$ cat src/rtl/vga_timing_pkg.sv
// Raster timing constants for the 640x480@60 default mode and the helpers
// that derive line/frame totals and sync-window bounds from porch widths.
package vga_timing_pkg;

   localparam int DEF_H_ACTIVE  = 640;
   localparam int DEF_H_FRONT   = 16;
   localparam int DEF_H_SYNC    = 96;
   localparam int DEF_H_BACK    = 48;
   localparam int DEF_V_ACTIVE  = 480;
   localparam int DEF_V_FRONT   = 10;
   localparam int DEF_V_SYNC    = 2;
   localparam int DEF_V_BACK    = 33;
   localparam int DEF_CW        = 11;
   localparam int DEF_LOOKAHEAD = 2;

   function automatic int axis_total(input int active, input int front,
                                     input int sync, input int back);
      return active + front + sync + back;
   endfunction

   // First count of the sync window (inclusive).
   function automatic int sync_first(input int active, input int front);
      return active + front;
   endfunction

   // One past the last count of the sync window (exclusive).
   function automatic int sync_end(input int active, input int front, input int sync);
      return active + front + sync;
   endfunction

endpackage

$ cat src/rtl/vga_axis_counter.sv
// Wrapping position counter for one raster axis, with active-area and
// sync-window decode of the current count.
module vga_axis_counter #(
   parameter int CW      = 11,
   parameter int TOTAL   = 800,
   parameter int ACTIVE  = 640,
   parameter int SYNC_LO = 656,
   parameter int SYNC_HI = 752,
   parameter int RST_VAL = 0
)(
   input  logic          clk,
   input  logic          rst_n,
   input  logic          i_clr,
   input  logic          i_inc,
   output logic          o_wrap,
   output logic [CW-1:0] o_cnt,
   output logic          o_active,
   output logic          o_sync
);

   localparam logic [CW-1:0] LAST  = CW'(TOTAL - 1);
   localparam logic [CW-1:0] START = CW'(RST_VAL);
   localparam logic [CW-1:0] ACT   = CW'(ACTIVE);
   localparam logic [CW-1:0] S_LO  = CW'(SYNC_LO);
   localparam logic [CW-1:0] S_HI  = CW'(SYNC_HI);

   logic [CW-1:0] r_cnt;
   logic          w_at_last;

   assign w_at_last = (r_cnt == LAST);
   assign o_wrap    = i_inc & w_at_last;

   // Clear wins over increment so a stopped generator always parks at START.
   always_ff @(posedge clk or negedge rst_n) begin
      if (!rst_n) begin
         r_cnt <= START;
      end else if (i_clr) begin
         r_cnt <= START;
      end else if (i_inc) begin
         r_cnt <= w_at_last ? '0 : r_cnt + 1'b1;
      end
   end

   assign o_cnt    = r_cnt;
   assign o_active = (r_cnt < ACT);
   assign o_sync   = (r_cnt >= S_LO) && (r_cnt < S_HI);

endmodule

$ cat src/rtl/vga_timing_gen.sv
// Parametrised raster timing generator: syncs, data enable, coordinates,
// line/frame pulses and a lookahead fetch coordinate, stepped by pix_en.
module vga_timing_gen
   import vga_timing_pkg::*;
#(
   parameter int H_ACTIVE  = DEF_H_ACTIVE,
   parameter int H_FRONT   = DEF_H_FRONT,
   parameter int H_SYNC    = DEF_H_SYNC,
   parameter int H_BACK    = DEF_H_BACK,
   parameter int V_ACTIVE  = DEF_V_ACTIVE,
   parameter int V_FRONT   = DEF_V_FRONT,
   parameter int V_SYNC    = DEF_V_SYNC,
   parameter int V_BACK    = DEF_V_BACK,
   parameter bit HS_POL    = 1'b0,
   parameter bit VS_POL    = 1'b0,
   parameter int CW        = DEF_CW,
   parameter int LOOKAHEAD = DEF_LOOKAHEAD
)(
   input  logic          clk,
   input  logic          rst_n,
   input  logic          pix_en,
   input  logic          enable,
   output logic          vga_hs,
   output logic          vga_vs,
   output logic          is_drawing,
   output logic [CW-1:0] px,
   output logic [CW-1:0] py,
   output logic [CW-1:0] fetch_x,
   output logic [CW-1:0] fetch_y,
   output logic          fetch_valid,
   output logic          line_start,
   output logic          frame_start
);

   localparam int H_TOTAL = axis_total(H_ACTIVE, H_FRONT, H_SYNC, H_BACK);
   localparam int V_TOTAL = axis_total(V_ACTIVE, V_FRONT, V_SYNC, V_BACK);

   generate
      if ((H_TOTAL > 2**CW) || (V_TOTAL > 2**CW)) begin : g_cw_check
         $fatal(1, "vga_timing_gen: CW cannot hold H_TOTAL-1 / V_TOTAL-1");
      end
      if ((LOOKAHEAD < 0) || (LOOKAHEAD >= H_TOTAL)) begin : g_la_check
         $fatal(1, "vga_timing_gen: LOOKAHEAD must satisfy 0 <= LOOKAHEAD < H_TOTAL");
      end
   endgenerate

   logic          w_step;
   logic          w_clr;
   logic [CW-1:0] w_hc     [2];
   logic [CW-1:0] w_vc     [2];
   logic          w_h_wrap [2];
   logic          w_v_wrap [2];
   logic          w_h_act  [2];
   logic          w_v_act  [2];
   logic          w_h_sync [2];
   logic          w_v_sync [2];
   logic          w_unused;

   assign w_step = enable & pix_en;
   assign w_clr  = ~enable;

   // Pair 0 is the displayed position; pair 1 is the fetch position, which
   // starts LOOKAHEAD pixels into line 0 and then runs in lockstep.
   generate
      for (genvar gi = 0; gi < 2; gi++) begin : g_pair
         vga_axis_counter #(
            .CW      (CW),
            .TOTAL   (H_TOTAL),
            .ACTIVE  (H_ACTIVE),
            .SYNC_LO (sync_first(H_ACTIVE, H_FRONT)),
            .SYNC_HI (sync_end(H_ACTIVE, H_FRONT, H_SYNC)),
            .RST_VAL ((gi == 0) ? 0 : LOOKAHEAD)
         ) u_h (
            .clk      (clk),
            .rst_n    (rst_n),
            .i_clr    (w_clr),
            .i_inc    (w_step),
            .o_wrap   (w_h_wrap[gi]),
            .o_cnt    (w_hc[gi]),
            .o_active (w_h_act[gi]),
            .o_sync   (w_h_sync[gi])
         );

         vga_axis_counter #(
            .CW      (CW),
            .TOTAL   (V_TOTAL),
            .ACTIVE  (V_ACTIVE),
            .SYNC_LO (sync_first(V_ACTIVE, V_FRONT)),
            .SYNC_HI (sync_end(V_ACTIVE, V_FRONT, V_SYNC)),
            .RST_VAL (0)
         ) u_v (
            .clk      (clk),
            .rst_n    (rst_n),
            .i_clr    (w_clr),
            .i_inc    (w_h_wrap[gi]),
            .o_wrap   (w_v_wrap[gi]),
            .o_cnt    (w_vc[gi]),
            .o_active (w_v_act[gi]),
            .o_sync   (w_v_sync[gi])
         );
      end
   endgenerate

   assign w_unused = ^{w_h_sync[1], w_v_sync[1], w_v_wrap[0], w_v_wrap[1]};

   logic          r_hs, r_vs, r_de, r_fv, r_ls, r_fs;
   logic [CW-1:0] r_px, r_py, r_fx, r_fy;

   always_ff @(posedge clk or negedge rst_n) begin
      if (!rst_n) begin
         r_hs <= ~HS_POL;
         r_vs <= ~VS_POL;
         r_de <= 1'b0;
         r_fv <= 1'b0;
         r_ls <= 1'b0;
         r_fs <= 1'b0;
         r_px <= '0;
         r_py <= '0;
         r_fx <= '0;
         r_fy <= '0;
      end else if (!enable) begin
         r_hs <= ~HS_POL;
         r_vs <= ~VS_POL;
         r_de <= 1'b0;
         r_fv <= 1'b0;
         r_ls <= 1'b0;
         r_fs <= 1'b0;
         r_px <= '0;
         r_py <= '0;
         r_fx <= '0;
         r_fy <= '0;
      end else if (pix_en) begin
         r_hs <= w_h_sync[0] ? HS_POL : ~HS_POL;
         r_vs <= w_v_sync[0] ? VS_POL : ~VS_POL;
         r_de <= w_h_act[0] & w_v_act[0];
         r_fv <= w_h_act[1] & w_v_act[1];
         r_ls <= (w_hc[0] == '0);
         r_fs <= (w_hc[0] == '0) && (w_vc[0] == '0);
         r_px <= w_hc[0];
         r_py <= w_vc[0];
         r_fx <= w_hc[1];
         r_fy <= w_vc[1];
      end else begin
         // Held position, but pulses must not stretch across idle strobes.
         r_ls <= 1'b0;
         r_fs <= 1'b0;
      end
   end

   assign vga_hs      = r_hs;
   assign vga_vs      = r_vs;
   assign is_drawing  = r_de;
   assign fetch_valid = r_fv;
   assign line_start  = r_ls;
   assign frame_start = r_fs;
   assign px          = r_px;
   assign py          = r_py;
   assign fetch_x     = r_fx;
   assign fetch_y     = r_fy;

endmodule

$ cat config.mk
export PLATFORM = sky130hd
export DESIGN_NAME = vga_timing_gen
export DESIGN_NICKNAME = d
export VERILOG_FILES = /design/src/rtl/vga_timing_pkg.sv /design/src/rtl/vga_axis_counter.sv /design/src/rtl/vga_timing_gen.sv
export SDC_FILE = /design/constraint.sdc
export NUM_CORES = 1
export LEC_CHECK = 0
export CORE_ASPECT_RATIO = 0.5
export CORE_UTILIZATION = 40
export CTS_CLUSTER_DIAMETER = 40
export DETAILED_ROUTE_END_ITERATION = 16
export GPL_TIMING_DRIVEN = 0
export RECOVER_POWER = 100
export SYNTH_ARGS = -nofsm -noshare
export SYNTH_HDL_FRONTEND = slang
export SYNTH_SLANG_ARGS = --single-unit
$ cat constraint.sdc
create_clock -name clk -period 2 [get_ports clk]
set_clock_uncertainty 0.05 [all_clocks]
set_input_delay 0.2 -clock clk [delete_from_list [all_inputs] [get_ports clk]]
set_output_delay 0.2 -clock clk [all_outputs]
set_load 0.05 [all_outputs]
Word level (Yosys, flattened, before mapping)
Index checks and enable logic that the tools add are counted.
W data, S select, Z words.
{ "op_classes": {"n_addsub": 4, "order_cmp": 8, "eq_ne": 8, "mux": 34, "bitwise_logic": 5, "n_reduce_logical": 5} }
{ "ops": {"columns": ["op", "n"], "rows": [
  ["$mux W11", 20],
  ["$add A11 B1 Y11 const B", 4],
  ["$eq A11 B10 Y1 const B", 4],
  ["$lt A11 B10 Y1 const B", 3],
  ["$lt A11 B9 Y1 const B", 3],
  ["$logic_not A11 Y1", 2],
  ["$mux W1", 14],
  ["$ge A11 B10 Y1 const B", 1],
  ["$ge A11 B9 Y1 const B", 1],
  ["$ne A2 B1 Y1 const B", 3],
  ["$and A1 B1 Y1", 5],
  ["$logic_and A1 B1 Y1", 3],
  ["$ne A2 B2 Y1 const B", 1]
]} }
{ "totals": {"regBits": 94, "in_bits": 4, "out_inout_bits": 50, "word_cells": 78} }

Logic depth before layout (Yosys ltp)
{ "logic_depth": {"word_depth": 5, "mapped_depth": 7} }

By module
From an unflattened synthesis, not the netlist that was laid out.
{ "unflattened": {"cells_unflattened": 458, "hier_area_um2": 4700.8} }
{ "modules_own_cells": {"columns": ["mod", "n_inst", "cells_each", "area_per_inst_um2", "seq_area_each_um2"], "rows": [
  ["vga_timing_gen", 1, 171, 2045.7, 1253.7],
  ["vga_axis_counter at g_pair[0].u_v ...", 2, 75, 676.9, 275.3],
  ["vga_axis_counter at g_pair[0].u_h", 1, 68, 663.1, 275.3],
  ["vga_axis_counter at g_pair[1].u_h", 1, 69, 638.1, 276.5]
]} }

Worst setup path before layout
Ideal clock, no wire load.
{ "synth_path": {"path_type": "flip-flop to flip-flop", "startpoint": "register g_pair[1].u_h.r_cnt[1]", "endpoint": "register g_pair[1].u_v.r_cnt[9]", "arrival_ps": 1854, "setup_slack_ps": 16, "stages_incl_launch_ff": 7, "path_buffers": 1, "path_cell_list": "dfstp_2 -> ha_1 -> and4_1 -> buf_2 -> a41oi_2 -> or4_1 -> a21oi_1"} }
{ "synth_between": {"elab_chain_len": 3} }
{ "synth_rtl": {"columns": ["element", "line_no", "rtl"], "rows": [
  ["from (decl)", "vga_axis_counter.sv:27", "logic [CW-1:0] r_cnt;"],
  ["from (signal assigned)", "vga_axis_counter.sv:40", "r_cnt <= w_at_last ? '0 : r_cnt + 1'b1;"],
  ["$eq A11 B10 Y1", "vga_axis_counter.sv:30", "assign w_at_last = (r_cnt == LAST);"],
  ["$and A1 B1 Y1", "vga_axis_counter.sv:31", "assign o_wrap = i_inc & w_at_last;"],
  ["$ne A2 B1 Y1 (no line)", null, null],
  ["to (signal assigned)", "vga_axis_counter.sv:40", null],
  ["to (decl)", "vga_axis_counter.sv:27", null]
]} }
Every way passes these cells.
A chain may end at the register's enable or synchronous reset.

Final worst setup path
{ "layout_path": {"startpoint": "register g_pair[1].u_h.r_cnt[1]", "endpoint": "register g_pair[1].u_v.r_cnt[7]"} }
Same word-level chain as after synthesis.

==> flow_summary.json <==
{
  "drtIter0Drc": 270,
  "dp_cells": 689,
  "finalCritPeriodShare": 1.00,
  "crit_start": "g_pair[1].u_h.o_cnt[1]",
  "nFillCells": 1073,
  "vias_per_cell": 5.41,
  "sw_frac_of_total": 0.242,
  "synthMuxAreaShare": 0.0967,
  "rr_endpoint": "g_pair[1].u_v.o_cnt[7]",
  "worstMarginPinSlew_ps": 780,
  "synth-xor-area-share": 0.0131,
  "ys_warn_count": 0,
  "synthAdderAreaFrac": 0.0187,
  "min_path_type": "input port to flip-flop",
  "maxCapViolCount": 0,
  "clock_latency_ps": 340,
  "dr.pass1.iters": 5,
  "ff2ff_path_depth": 6,
  "max-slew-margin-rel": 0.480,
  "p_int_w": 0.00301,
  "fmax_mhz": 500,
  "multi_input_area_um2": 2170,
  "setup.worst_path.end_class": "flip-flop",
  "io_buffers": 51,
  "wirelength_mm": 11.3,
  "cp.required_ps": 2220,
  "htreeDepth": 3,
  "p_switching_w": 0.000964,
  "cts_tree": "done",
  "grt_use_total": 0.199,
  "cts_num_sinks": 94,
  "synth-seq-cells": 94,
  "cp-endpoint": "g_pair[1].u_v.o_cnt[7]",
  "pwr-share-clk": 0.434,
  "area_delta_synth_final_pct": 25.0,
  "grt_pass1_wl_mm": 18.9,
  "rows": 27,
  "clock-root-buffer": "clkbuf_16",
  "grt_max_degree": 69,
  "final_hold_viol_count": 0,
  "ys_seq_area_frac": 0.504,
  "synth_edf_count": 0,
  "core-area_um2": 11200,
  "clk_pin_slew_ps": 60,
  "drive_gt1_frac": 0.111,
  "synth_compound_area_frac": 0.117,
  "power_leakage_nw": 2.69,
  "io_pins": 54,
  "async_reset_ff_frac": 1.00,
  "rsz0062_at_grt": "yes",
  "dieArea_um2": 12100,
  "numCtsBuffers": 9,
  "die_x_um": 155,
  "grt_pass1_vias": 3565,
  "wl_per_cell_um": 15.9,
  "worst_slack_ps": -0.588,
  "reg2reg_setup_slack_ps": -0.6,
  "critical_path_class": "flip-flop to flip-flop",
  "status": "complete, but fails checks",
  "finalSetupViolCount": 1,
  "min_period_ps": 2000,
  "fin_cells": 711,
  "ys.flop_type": "dfrtp_1",
  "slew_violations": 0,
  "regArea_um2": 2360,
  "clockBufferDepth": 2,
  "critPathLaunchType": "flip-flop",
  "overflow": 0,
  "rr_startpoint": "g_pair[1].u_h.o_cnt[1]",
  "syn-num-nets": 489,
  "place_area_um2": 5410,
  "yosysUniqueCellTypes": 47,
  "yosys.area_share.simple": 0.204,
  "diodes": 0,
  "via_count": 3844,
  "start_util": 0.418,
  "die_height_um": 78.4,
  "dpl.hpwl_mm": 7.71,
  "fin_util": 0.522,
  "cp.arrival_ps": 2220,
  "synthCells": 478,
  "cp_max_fo": 7,
  "synth.avg_cell_area_um2": 9.78,
  "routabilityCongestion": 0.815,
  "num-nets-final": 558,
  "vdd_drop_max_mv": 0.416,
  "synth_top_family_by_area": "simple AND/OR/NAND/NOR gates",
  "hold_depth": 2,
  "drc": 0,
  "power_frac_comb": 0.078,
  "violations": "setup timing",
  "antenna_found_initial": 0,
  "drtAntennaViolNets": 0,
  "power_frac_seq": 0.488,
  "fin_area_um2": 5840,
  "syn_area_um2": 4670,
  "p_per_area_nw_per_um2": 681
}
-- worst min-delay path by stage --
stage / slack (ps) / end / from
finish: 220 / g_pair[1].u_h.o_cnt[1] / enable
global route: 210 / g_pair[1].u_h.o_cnt[1] / enable
CTS: 200 / g_pair[1].u_h.o_cnt[1] / enable
detailed placement: 100 / fetch_x[2] / rst_n
global placement: 450 / fetch_x[8] / fetch_x[8]
floorplan: -150 / fetch_valid / rst_n
-- worst max-delay path, cell delays in order, from the launching register on --
cell,delay (ps)
dfstp_2,560
ha_4,130
and4_1,210
buf_6,140
a41oi_4,160
or4_4,550
a21oi_2,130
-- power by group through the flow --
stage	Combinational [W]	Clock [W]	Sequential, W
detailed placement	0.000301	0	0.00198
global route	0.000340	0.00187	0.00194
CTS	0.000314	0.00177	0.00194
floorplan	0.000140	0	0.00201
global placement	0.000293	0	0.00198
finish	0.000308	0.00173	0.00194
-- metrics by stage --
stage                     total power, W  setup slack [ps]  hold slack (ps)  TNS, ps
after floorplan                  0.00215              16.1             -146        0
after global placement           0.00227             -2910              454  -271200
after detailed placement         0.00228              -201             99.1    -2160
after CTS                        0.00402             -22.1              195    -22.1
after global routing             0.00415             -39.8              212     -144
final                            0.00398            -0.588              219   -0.588
-- registers in the layout (all words and copies together) (netlist names) --
| signal | cells |
|---|---|
| is_drawing | 1 |
| fetch_x | 11 |
| vga_vs | 1 |
| px | 11 |
| line_start | 1 |
| fetch_valid | 1 |
| vga_hs | 1 |
| frame_start | 1 |
| g_pair.u_v.o_cnt | 22 |
| g_pair.u_h.o_cnt | 22 |
| fetch_y | 11 |
| py | 11 |
-- area by class of cell --
class,instances,area share
repair buffers,62,0.101
inverters,17,0.0109
well taps,159,0.0341
clock inverters,6,0.0105
multi-input cells,332,0.372
clock buffers,10,0.0409
flip-flops and latches,94,0.404
plain buffers,31,0.0263
-- synthesized netlist by cell type (6+ instances only) --
cell | instances | share of area
nand4_1 | 17 | 0.023
o21ai_0 | 23 | 0.025
buf_2 | 9 | 0.0096
nand2_1 | 33 | 0.027
nand3_1 | 20 | 0.021
mux2i_1 | 44 | 0.094
or3_1 | 10 | 0.013
xor2_1 | 6 | 0.011
a31oi_1 | 15 | 0.020
inv_1 | 17 | 0.014
a21oi_1 | 20 | 0.021
ha_1 | 7 | 0.019
nor4_1 | 7 | 0.0094
nor3_1 | 8 | 0.0086
clkbuf_1 | 20 | 0.016
dfrtp_1 | 91 | 0.49
a22o_1 | 6 | 0.011
nor2_1 | 64 | 0.051
-- cell families after synthesis --
kind of cell,Yosys count
AO/OA/AOI/OAI,86
XOR/XNOR,7
adder cells (fa/ha/maj),7
buffers and inverters,52
flip-flops,94
multiplexers,45
AND/OR/NAND/NOR,187
-- repair_timing --
action	4_1_cts	5_1_grt
hold buffers	1	0
setup endpoints to repair	21	22
resized for setup	12	10
buffers inserted	2	6
hold endpoints to repair	25	0
pin swaps	2	3
gates cloned	0	1
-- placed cells by master (no fill, tap or decap), types with 6 or more instances in the layout --
master	count
a21oi_1	17
a22o_1	6
a31oi_1	14
buf_2	7
buf_4	8
clkbuf_1	16
clkbuf_16	9
dfrtp_1	90
dlygate4sd3_1	49
ha_1	6
inv_1	17
mux2i_1	44
nand2_1	33
nand3_1	20
nand4_1	17
nor2_1	64
nor3_1	7
nor4_1	7
o21ai_0	22
or3_1	10
xor2_1	6
-- per-layer routing --
layer  GRT usage  routed length (µm)  vias to the layer above
met5           0                   0                        -
met4      0.0495                  89                        0
li1            -                   -                     1872
met2       0.289                4820                      101
met3      0.0420                 523                        7
met1       0.299                5870                     1864
Note: power is estimated with default switching activity, not from simulation.
